### src/rtl/alu_pkg.sv
// Shared ALU control-word field constants and the arbiter state encoding.
package alu_pkg;

    localparam logic [2:0] ALU_SEL_ADD   = 3'd0;
    localparam logic [2:0] ALU_SEL_AND   = 3'd1;
    localparam logic [2:0] ALU_SEL_XOR   = 3'd2;
    localparam logic [2:0] ALU_SEL_SHIFT = 3'd4;
    localparam logic [2:0] ALU_SEL_CMP   = 3'd5;

    localparam int unsigned ALU_NEG_BIT   = 7;
    localparam int unsigned ALU_SEL_MSB   = 6;
    localparam int unsigned ALU_SEL_LSB   = 4;
    localparam int unsigned ALU_BGATE_MSB = 3;
    localparam int unsigned ALU_BGATE_LSB = 2;
    localparam int unsigned ALU_AGATE_MSB = 1;
    localparam int unsigned ALU_AGATE_LSB = 0;

    localparam logic [7:0] ALU_CTRL_NOP  = 8'h00;
    localparam logic [7:0] ALU_CTRL_SUB  = 8'h82;  // ~(~a + b) = a - b
    localparam logic [7:0] ALU_CTRL_SLTU = 8'h51;
    localparam logic [7:0] ALU_CTRL_SLT  = 8'h50;

    typedef enum logic [0:0] {
        ARB,
        LOCK1
    } arb_state_e;

    function automatic logic [7:0] alu_ctrl_word(input logic       neg,
                                                 input logic [2:0] sel,
                                                 input logic [1:0] bgate,
                                                 input logic [1:0] agate);
        return {neg, sel, bgate, agate};
    endfunction

endpackage

### src/rtl/alu_arbiter_if.sv
// Requester handshake and response bundle between issue logic and the ALU arbiter.
interface alu_arbiter_if;

    logic        r0_valid;
    logic [31:0] r0_a;
    logic [31:0] r0_b;
    logic [7:0]  r0_ctrl;
    logic        r0_ready;

    logic        r1_valid;
    logic [31:0] r1_a;
    logic [31:0] r1_b;
    logic [7:0]  r1_ctrl;
    logic        r1_lock;
    logic        r1_ready;

    logic        rsp0_valid;
    logic [31:0] rsp0_y;
    logic        rsp1_valid;
    logic [31:0] rsp1_y;

    modport master (
        output r0_valid, r0_a, r0_b, r0_ctrl,
        output r1_valid, r1_a, r1_b, r1_ctrl, r1_lock,
        input  r0_ready, r1_ready,
        input  rsp0_valid, rsp0_y, rsp1_valid, rsp1_y
    );

    modport slave (
        input  r0_valid, r0_a, r0_b, r0_ctrl,
        input  r1_valid, r1_a, r1_b, r1_ctrl, r1_lock,
        output r0_ready, r1_ready,
        output rsp0_valid, rsp0_y, rsp1_valid, rsp1_y
    );

endinterface

### src/rtl/alu_arb_sat_ctr.sv
// Saturating up-counter with synchronous clear (clear wins over increment).
module alu_arb_sat_ctr #(
    parameter int unsigned Width  = 4,
    parameter int unsigned MaxVal = 15
) (
    input  logic             clk,
    input  logic             rst,
    input  logic             clr_i,
    input  logic             inc_i,
    output logic [Width-1:0] cnt_o
);

    logic [Width-1:0] cnt_q, cnt_d;

    always_comb begin
        cnt_d = cnt_q;
        if (clr_i) begin
            cnt_d = '0;
        end else if (inc_i && (cnt_q != Width'(MaxVal))) begin
            cnt_d = cnt_q + 1'b1;
        end
    end

    always_ff @(posedge clk or posedge rst) begin
        if (rst) begin
            cnt_q <= '0;
        end else begin
            cnt_q <= cnt_d;
        end
    end

    assign cnt_o = cnt_q;

endmodule

### src/rtl/alu_arbiter.sv
// Shares one combinational ALU between the execute stage (r0) and the mul/div sequencer (r1),
// with r0 priority, an r1 starvation guard and a bounded r1 lock.
module alu_arbiter
    import alu_pkg::*;
#(
    parameter int unsigned MAX_WAIT = 4,
    parameter int unsigned LOCK_MAX = 64
) (
    input  logic        clk,
    input  logic        rst,
    alu_arbiter_if.slave bus_io,
    output logic [31:0] alu_a_o,
    output logic [31:0] alu_b_o,
    output logic [7:0]  alu_ctrl_o,
    input  logic [31:0] alu_y_i,
    output logic        lock_abort_o
);

    arb_state_e  state_q, state_d;
    logic [3:0]  wait_cnt;
    logic [7:0]  lock_cnt;
    logic        wait_full, lock_last;
    logic        gnt0, gnt1;
    logic        lock_release, force_release;
    logic        wait_clr, wait_inc;
    logic        rsp0_valid_q, rsp1_valid_q, lock_abort_q;
    logic [31:0] rsp0_y_q, rsp1_y_q;

    assign wait_full = (wait_cnt == 4'(MAX_WAIT));
    assign lock_last = (lock_cnt == 8'(LOCK_MAX - 1));

    // Grants are masked by rst so every output reads 0 while reset is held.
    always_comb begin
        gnt0 = 1'b0;
        gnt1 = 1'b0;
        if (!rst) begin
            unique case (state_q)
                ARB: begin
                    if (bus_io.r1_valid && (wait_full || !bus_io.r0_valid)) begin
                        gnt1 = 1'b1;
                    end else if (bus_io.r0_valid) begin
                        gnt0 = 1'b1;
                    end
                end
                LOCK1: gnt1 = bus_io.r1_valid;
                default: ;
            endcase
        end
    end

    assign lock_release  = (state_q == LOCK1) && gnt1 && !bus_io.r1_lock;
    assign force_release = (state_q == LOCK1) && lock_last && !lock_release;

    always_comb begin
        state_d = state_q;
        unique case (state_q)
            ARB:     if (gnt1 && bus_io.r1_lock) state_d = LOCK1;
            LOCK1:   if (lock_release || force_release) state_d = ARB;
            default: state_d = ARB;
        endcase
    end

    always_comb begin
        alu_a_o    = '0;
        alu_b_o    = '0;
        alu_ctrl_o = ALU_CTRL_NOP;
        if (gnt0) begin
            alu_a_o    = bus_io.r0_a;
            alu_b_o    = bus_io.r0_b;
            alu_ctrl_o = bus_io.r0_ctrl;
        end else if (gnt1) begin
            alu_a_o    = bus_io.r1_a;
            alu_b_o    = bus_io.r1_b;
            alu_ctrl_o = bus_io.r1_ctrl;
        end
    end

    assign wait_clr = !bus_io.r1_valid || gnt1 || force_release;
    assign wait_inc = bus_io.r1_valid && !gnt1;

    alu_arb_sat_ctr #(
        .Width  (4),
        .MaxVal (MAX_WAIT)
    ) u_wait_ctr (
        .clk   (clk),
        .rst   (rst),
        .clr_i (wait_clr),
        .inc_i (wait_inc),
        .cnt_o (wait_cnt)
    );

    // Held at zero in ARB so it starts from 0 on every entry to LOCK1.
    alu_arb_sat_ctr #(
        .Width  (8),
        .MaxVal (LOCK_MAX - 1)
    ) u_lock_ctr (
        .clk   (clk),
        .rst   (rst),
        .clr_i (state_q == ARB),
        .inc_i (state_q == LOCK1),
        .cnt_o (lock_cnt)
    );

    always_ff @(posedge clk or posedge rst) begin
        if (rst) begin
            state_q      <= ARB;
            rsp0_valid_q <= 1'b0;
            rsp1_valid_q <= 1'b0;
            rsp0_y_q     <= '0;
            rsp1_y_q     <= '0;
            lock_abort_q <= 1'b0;
        end else begin
            state_q      <= state_d;
            rsp0_valid_q <= gnt0;
            rsp1_valid_q <= gnt1;
            lock_abort_q <= force_release;
            if (gnt0) rsp0_y_q <= alu_y_i;
            if (gnt1) rsp1_y_q <= alu_y_i;
        end
    end

    assign bus_io.r0_ready   = gnt0;
    assign bus_io.r1_ready   = gnt1;
    assign bus_io.rsp0_valid = rsp0_valid_q;
    assign bus_io.rsp0_y     = rsp0_y_q;
    assign bus_io.rsp1_valid = rsp1_valid_q;
    assign bus_io.rsp1_y     = rsp1_y_q;
    assign lock_abort_o      = lock_abort_q;

endmodule

### src/flat_wrapper.sv
// flat-port wrapper written by rule: the top's interface ports become plain ports
module alu_arbiter_flat import alu_pkg::*;
#(
    parameter int unsigned MAX_WAIT = 4,
    parameter int unsigned LOCK_MAX = 64
)
  (clk, rst, alu_a_o, alu_b_o, alu_ctrl_o, alu_y_i, lock_abort_o, bus_io_r0_valid, bus_io_r0_a, bus_io_r0_b, bus_io_r0_ctrl, bus_io_r1_valid, bus_io_r1_a, bus_io_r1_b, bus_io_r1_ctrl, bus_io_r1_lock, bus_io_r0_ready, bus_io_r1_ready, bus_io_rsp0_valid, bus_io_rsp0_y, bus_io_rsp1_valid, bus_io_rsp1_y);
  alu_arbiter_if bus_io_i ();
  input  logic clk;
  input  logic rst;
  output logic [31:0] alu_a_o;
  output logic [31:0] alu_b_o;
  output logic [7:0] alu_ctrl_o;
  input  logic [31:0] alu_y_i;
  output logic lock_abort_o;
  input wire logic [$bits(bus_io_i.r0_valid)-1:0] bus_io_r0_valid;
  input wire logic [$bits(bus_io_i.r0_a)-1:0] bus_io_r0_a;
  input wire logic [$bits(bus_io_i.r0_b)-1:0] bus_io_r0_b;
  input wire logic [$bits(bus_io_i.r0_ctrl)-1:0] bus_io_r0_ctrl;
  input wire logic [$bits(bus_io_i.r1_valid)-1:0] bus_io_r1_valid;
  input wire logic [$bits(bus_io_i.r1_a)-1:0] bus_io_r1_a;
  input wire logic [$bits(bus_io_i.r1_b)-1:0] bus_io_r1_b;
  input wire logic [$bits(bus_io_i.r1_ctrl)-1:0] bus_io_r1_ctrl;
  input wire logic [$bits(bus_io_i.r1_lock)-1:0] bus_io_r1_lock;
  output wire logic [$bits(bus_io_i.r0_ready)-1:0] bus_io_r0_ready;
  output wire logic [$bits(bus_io_i.r1_ready)-1:0] bus_io_r1_ready;
  output wire logic [$bits(bus_io_i.rsp0_valid)-1:0] bus_io_rsp0_valid;
  output wire logic [$bits(bus_io_i.rsp0_y)-1:0] bus_io_rsp0_y;
  output wire logic [$bits(bus_io_i.rsp1_valid)-1:0] bus_io_rsp1_valid;
  output wire logic [$bits(bus_io_i.rsp1_y)-1:0] bus_io_rsp1_y;
  assign bus_io_i.r0_valid = bus_io_r0_valid;
  assign bus_io_i.r0_a = bus_io_r0_a;
  assign bus_io_i.r0_b = bus_io_r0_b;
  assign bus_io_i.r0_ctrl = bus_io_r0_ctrl;
  assign bus_io_i.r1_valid = bus_io_r1_valid;
  assign bus_io_i.r1_a = bus_io_r1_a;
  assign bus_io_i.r1_b = bus_io_r1_b;
  assign bus_io_i.r1_ctrl = bus_io_r1_ctrl;
  assign bus_io_i.r1_lock = bus_io_r1_lock;
  assign bus_io_r0_ready = bus_io_i.r0_ready;
  assign bus_io_r1_ready = bus_io_i.r1_ready;
  assign bus_io_rsp0_valid = bus_io_i.rsp0_valid;
  assign bus_io_rsp0_y = bus_io_i.rsp0_y;
  assign bus_io_rsp1_valid = bus_io_i.rsp1_valid;
  assign bus_io_rsp1_y = bus_io_i.rsp1_y;
  alu_arbiter #(.MAX_WAIT(MAX_WAIT), .LOCK_MAX(LOCK_MAX)) u_core (.clk(clk), .rst(rst), .bus_io(bus_io_i), .alu_a_o(alu_a_o), .alu_b_o(alu_b_o), .alu_ctrl_o(alu_ctrl_o), .alu_y_i(alu_y_i), .lock_abort_o(lock_abort_o));
endmodule
### config.mk
export PLATFORM = sky130hd
export DESIGN_NAME = alu_arbiter_flat
export DESIGN_NICKNAME = d
export VERILOG_FILES = /design/src/rtl/alu_pkg.sv /design/src/rtl/alu_arbiter_if.sv /design/src/rtl/alu_arb_sat_ctr.sv /design/src/rtl/alu_arbiter.sv /design/src/flat_wrapper.sv
export SDC_FILE = /design/constraint.sdc
export NUM_CORES = 1
export LEC_CHECK = 0
export ABC_AREA = 1
export CORE_AREA = 3 3 124 126
export CTS_CLUSTER_SIZE = 8
export DETAILED_ROUTE_END_ITERATION = 6
export DIE_AREA = 0 0 127 129
export PLACE_DENSITY = 0.8
export SLEW_MARGIN = 20
export SYNTH_ARGS = -nofsm -noshare
export SYNTH_HDL_FRONTEND = slang
export SYNTH_SLANG_ARGS = --single-unit
### constraint.sdc
create_clock -name clk -period 2.7 [get_ports clk]
set_input_delay 0.54 -clock clk [delete_from_list [all_inputs] [get_ports clk]]
set_output_delay 0.54 -clock clk [all_outputs]
set_load 0.01 [all_outputs]
==> impl_metrics.csv <==
group,metric,value,unit
global_route,grt_pass1_vias,4729,
yosys,synth.avg_cell_area,7.12,µm²
worst_setup_path,critPathBufInv,6,
power_and_ir_drop,ir_worst_vdd,0.486,mV
worst_setup_path,cpPeakStageDelay,470,ps
outcome,status,"finished clean",
die,dieHeight,129,µm
cts,cts_made_buffers,9,
final_layout,fin_area,7990,µm²
power_and_ir_drop,switching_power,1.95,mW
worst_setup_path,crit_required,2160,ps
sta,finalMaxSlewViolations,0,
power_and_ir_drop,p_clk_frac,0.207,
die,die_area,16400,µm²
sta,worst_slew_pin_slew,612,ps
worst_setup_path,crit_path_start_kind,"input pin",
global_route,grt_antenna_before_repair,4,
detailed_routing,viasPerCell,4.44,
detailed_routing,ant_nets,0,
yosys,synthCells,588,
global_route,grt_max_degree,55,
cts,cts_max_level,3,
worst_hold_path,holdCritPathClass,"reg -> reg",
power_and_ir_drop,p_comb_frac,0.459,
final_layout,fin_util,0.554,
detailed_routing,drtIter0Drc,293,
detailed_routing,drc_errors,0,
yosys,synth_area,4190,µm²
cts,insertion_delay,340,ps
placement,placed_area,7630,µm²
placement,place_congestion,0.904,
sta,min_period,2650,ps
worst_setup_path,cpLargestDelayFamily,"buffers and inverters",
power_and_ir_drop,internal_power,3.72,mW
placement,dp.cells,1084,
cts,cts.path.max_buffers,2,
final_layout,area_delta_synth_final,90.8,%
global_route,grt_overflow_total,0,
die,rows,44,
die,start_util,0.290,
yosys,yosysUniqueCellTypes,23,
global_route,grt_pass1_wl,27100,µm
sta,setup_viol,0,
cts,clkSinkCount,80,
detailed_routing,finalWirelength,18900,µm
global_route,groute.usage.overall,0.218,
yosys,synth_top_area_share,0.478,
sta,fin_skew,5.89,ps
final_layout,nFillCells,1366,
placement,io_buffer_count,321,
cts,cts.hold.buffers_added,0,
yosys,syn_nets,772,
sta,finalHoldViolCount,0,
cts,cts_tree,"yes",
worst_setup_path,end_kind,"output pin",
final_layout,mostFrequentLayoutCells,"nand2_1 (344), clkdlybuf4s50_1 (245), dfrtp_1 (80)",
sta,post-route-period-util,0.981,
sta,fmax,0.378,GHz
die,core-area,14400,µm²
final_layout,layout_commonest_cell,"nand2_1",
detailed_routing,route.met2.wl,8990,µm
die,num_io_pins,322,
detailed_routing,top_layer_used,"met5",
final_layout,multi_input_area,1850,µm²
final_layout,instances_no_fill,1107,
die,fp.dieW,127,µm
detailed_routing,wl_met1,7340,µm
worst_setup_path,path_class,"in -> out",
final_layout,nNetsFinal,1101,
placement,dp_hpwl,14800,µm
cts,clockRootBuffer,"clkbuf_16",
final_layout,drive_above_1_share,0.0781,
yosys,synth_area_leaders,"dfrtp_1 (48%), nand2_1 (31%), o21ai_0 (5.6%)",
yosys,synth_seq_cells,80,
cts,clk_pin_slew_worst_paths,60,ps
yosys,yosysSeqAreaShare,0.478,
worst_setup_path,crit_chain,"clkdlybuf4s50_1, inv_2, nor2_4, nand2_4, nand2_4, inv_2, buf_12, buf_4, nand2_1, nand2_1, dlygate4sd2_1",
power_and_ir_drop,p_per_area,710,nW/µm²
power_and_ir_drop,seq_power_share,0.334,
final_layout,regArea,2000,µm²
worst_setup_path,arrival,2110,ps
power_and_ir_drop,p_leak,4.10,nW
detailed_routing,vias,4913,
flow_run,maxCapViolations,0,
yosys,yosysWarnings,0,
sta,max_slew_margin,0.592,
detailed_routing,firstDrtPassIters,5,
yosys,synth.largest_area_cell,"dfrtp_1",
worst_setup_path,cp_max_fo,12,
detailed_routing,wl_per_cell,17.0,µm
power_and_ir_drop,p_sw_frac,0.344,
worst_setup_path,crit_slowest_cell,"clkdlybuf4s50_1",
detailed_routing,dr_wl_met3,2120,µm
-- cells in the mapped netlist, drive strengths merged --
master,n
nand4,5
nand2,348
a21oi,1
o21ai,47
xor2,2
o21bai,1
nor2,14
ha,3
or2,2
dfrtp,80
nand3,12
nor3,1
inv,42
clkbuf,7
buf,22
o31ai,1
-- flip-flops by register name, summed over array words and instances (netlist names) --
register,cells
u_core.u_wait_ctr.cnt_o,4
u_core.lock_abort_o,1
u_core.bus_io.rsp0_y,32
u_core.bus_io.rsp1_valid,1
u_core.state_q,1
u_core.bus_io.rsp0_valid,1
u_core.u_lock_ctr.cnt_o,8
u_core.bus_io.rsp1_y,32
-- per-stage QoR --
step	setup TNS [ps]	setup slack, ps	total power [mW]	hold slack (ps)
floorplan	0	593	2.87	515
global placement	-14660	-232	4.47	461
detailed placement	-15580	-255	4.52	466
CTS	-36.1	-28.1	5.71	482
global route	-30.5	-11.5	6.03	495
finish	0	52.1	5.67	479
-- worst min-delay path: cells and delay by family, from the launching register on --
| kind | cells | cell delay (ps) |
|---|---|---|
| AND/OR/NAND/NOR | 2 | 110 |
| flip-flops | 1 | 340 |
-- repair_timing --
item | in CTS | in global routing
gates resized for setup | 97 | 45
endpoints found under the setup margin | 74 | 60
pin swaps | 0 | 1
buffers inserted | 0 | 3
endpoints found under the hold margin | 0 | 0
cloned | 3 | 0
-- layout make-up --
| class | instances | share of cell area |
|---|---|---|
| clock inverter | 6 | 0.00626 |
| tap | 184 | 0.0288 |
| antenna | 1 | 0.000313 |
| sequential | 80 | 0.251 |
| timing repair buffer | 347 | 0.431 |
| clock buffer | 10 | 0.0299 |
| multi-input combinational | 437 | 0.232 |
| inverter | 42 | 0.0211 |
-- cells by family (layout without fill, tap and decap cells) --
kind of cell	count (synthesis)	count (layout)	synth area share
AOI/OAI and AO/OA	50	50	0.0610
xor gates and xnor gates	2	2	0.00418
adders and majority gates	3	3	0.00897
buffers and inverters	71	405	0.0900
DFF	80	80	0.478
other	0	1	0
and+or+nand+nor	382	382	0.358
-- power groups by stage --
| stage | sequential [mW] | clock (mW) | combinational [mW] |
|---|---|---|---|
| after floorplan | 2.05 | 0 | 0.819 |
| after global placement | 1.88 | 0 | 2.60 |
| after detailed placement | 1.88 | 0 | 2.63 |
| after CTS | 1.88 | 1.21 | 2.61 |
| after global routing | 1.94 | 1.27 | 2.82 |
| final | 1.89 | 1.18 | 2.60 |
-- routing by layer --
metal | global-route usage | vias to the layer above
li1 | - | 2451
met2 | 0.351 | 227
met4 | 0.0637 | 6
met1 | 0.265 | 2196
met3 | 0.0976 | 33
met5 | 0 | -
-- worst paths after layout --
path	startpoint	end	slack, ps	depth (start not counted)
setup / recovery	bus_io_r0_valid	alu_b_o[3]	50	11
hold / removal	u_core.bus_io.rsp1_y[25]$_DFFE_PP0N_	u_core.bus_io.rsp1_y[25]$_DFFE_PP0N_	480	2
setup reg to reg	u_core.u_wait_ctr.cnt_o[1]$_DFFE_PP0P_	u_core.u_wait_ctr.cnt_o[2]$_DFFE_PP0P_	900	8
hold reg to reg	u_core.bus_io.rsp1_y[25]$_DFFE_PP0N_	u_core.bus_io.rsp1_y[25]$_DFFE_PP0N_	480	2
max in group asynchronous	rst	u_core.bus_io.rsp0_y[26]$_DFFE_PP0P_	1520	4
min in group asynchronous	rst	u_core.u_wait_ctr.cnt_o[1]$_DFFE_PP0P_	690	4
(Power assumes the default switching activity.)
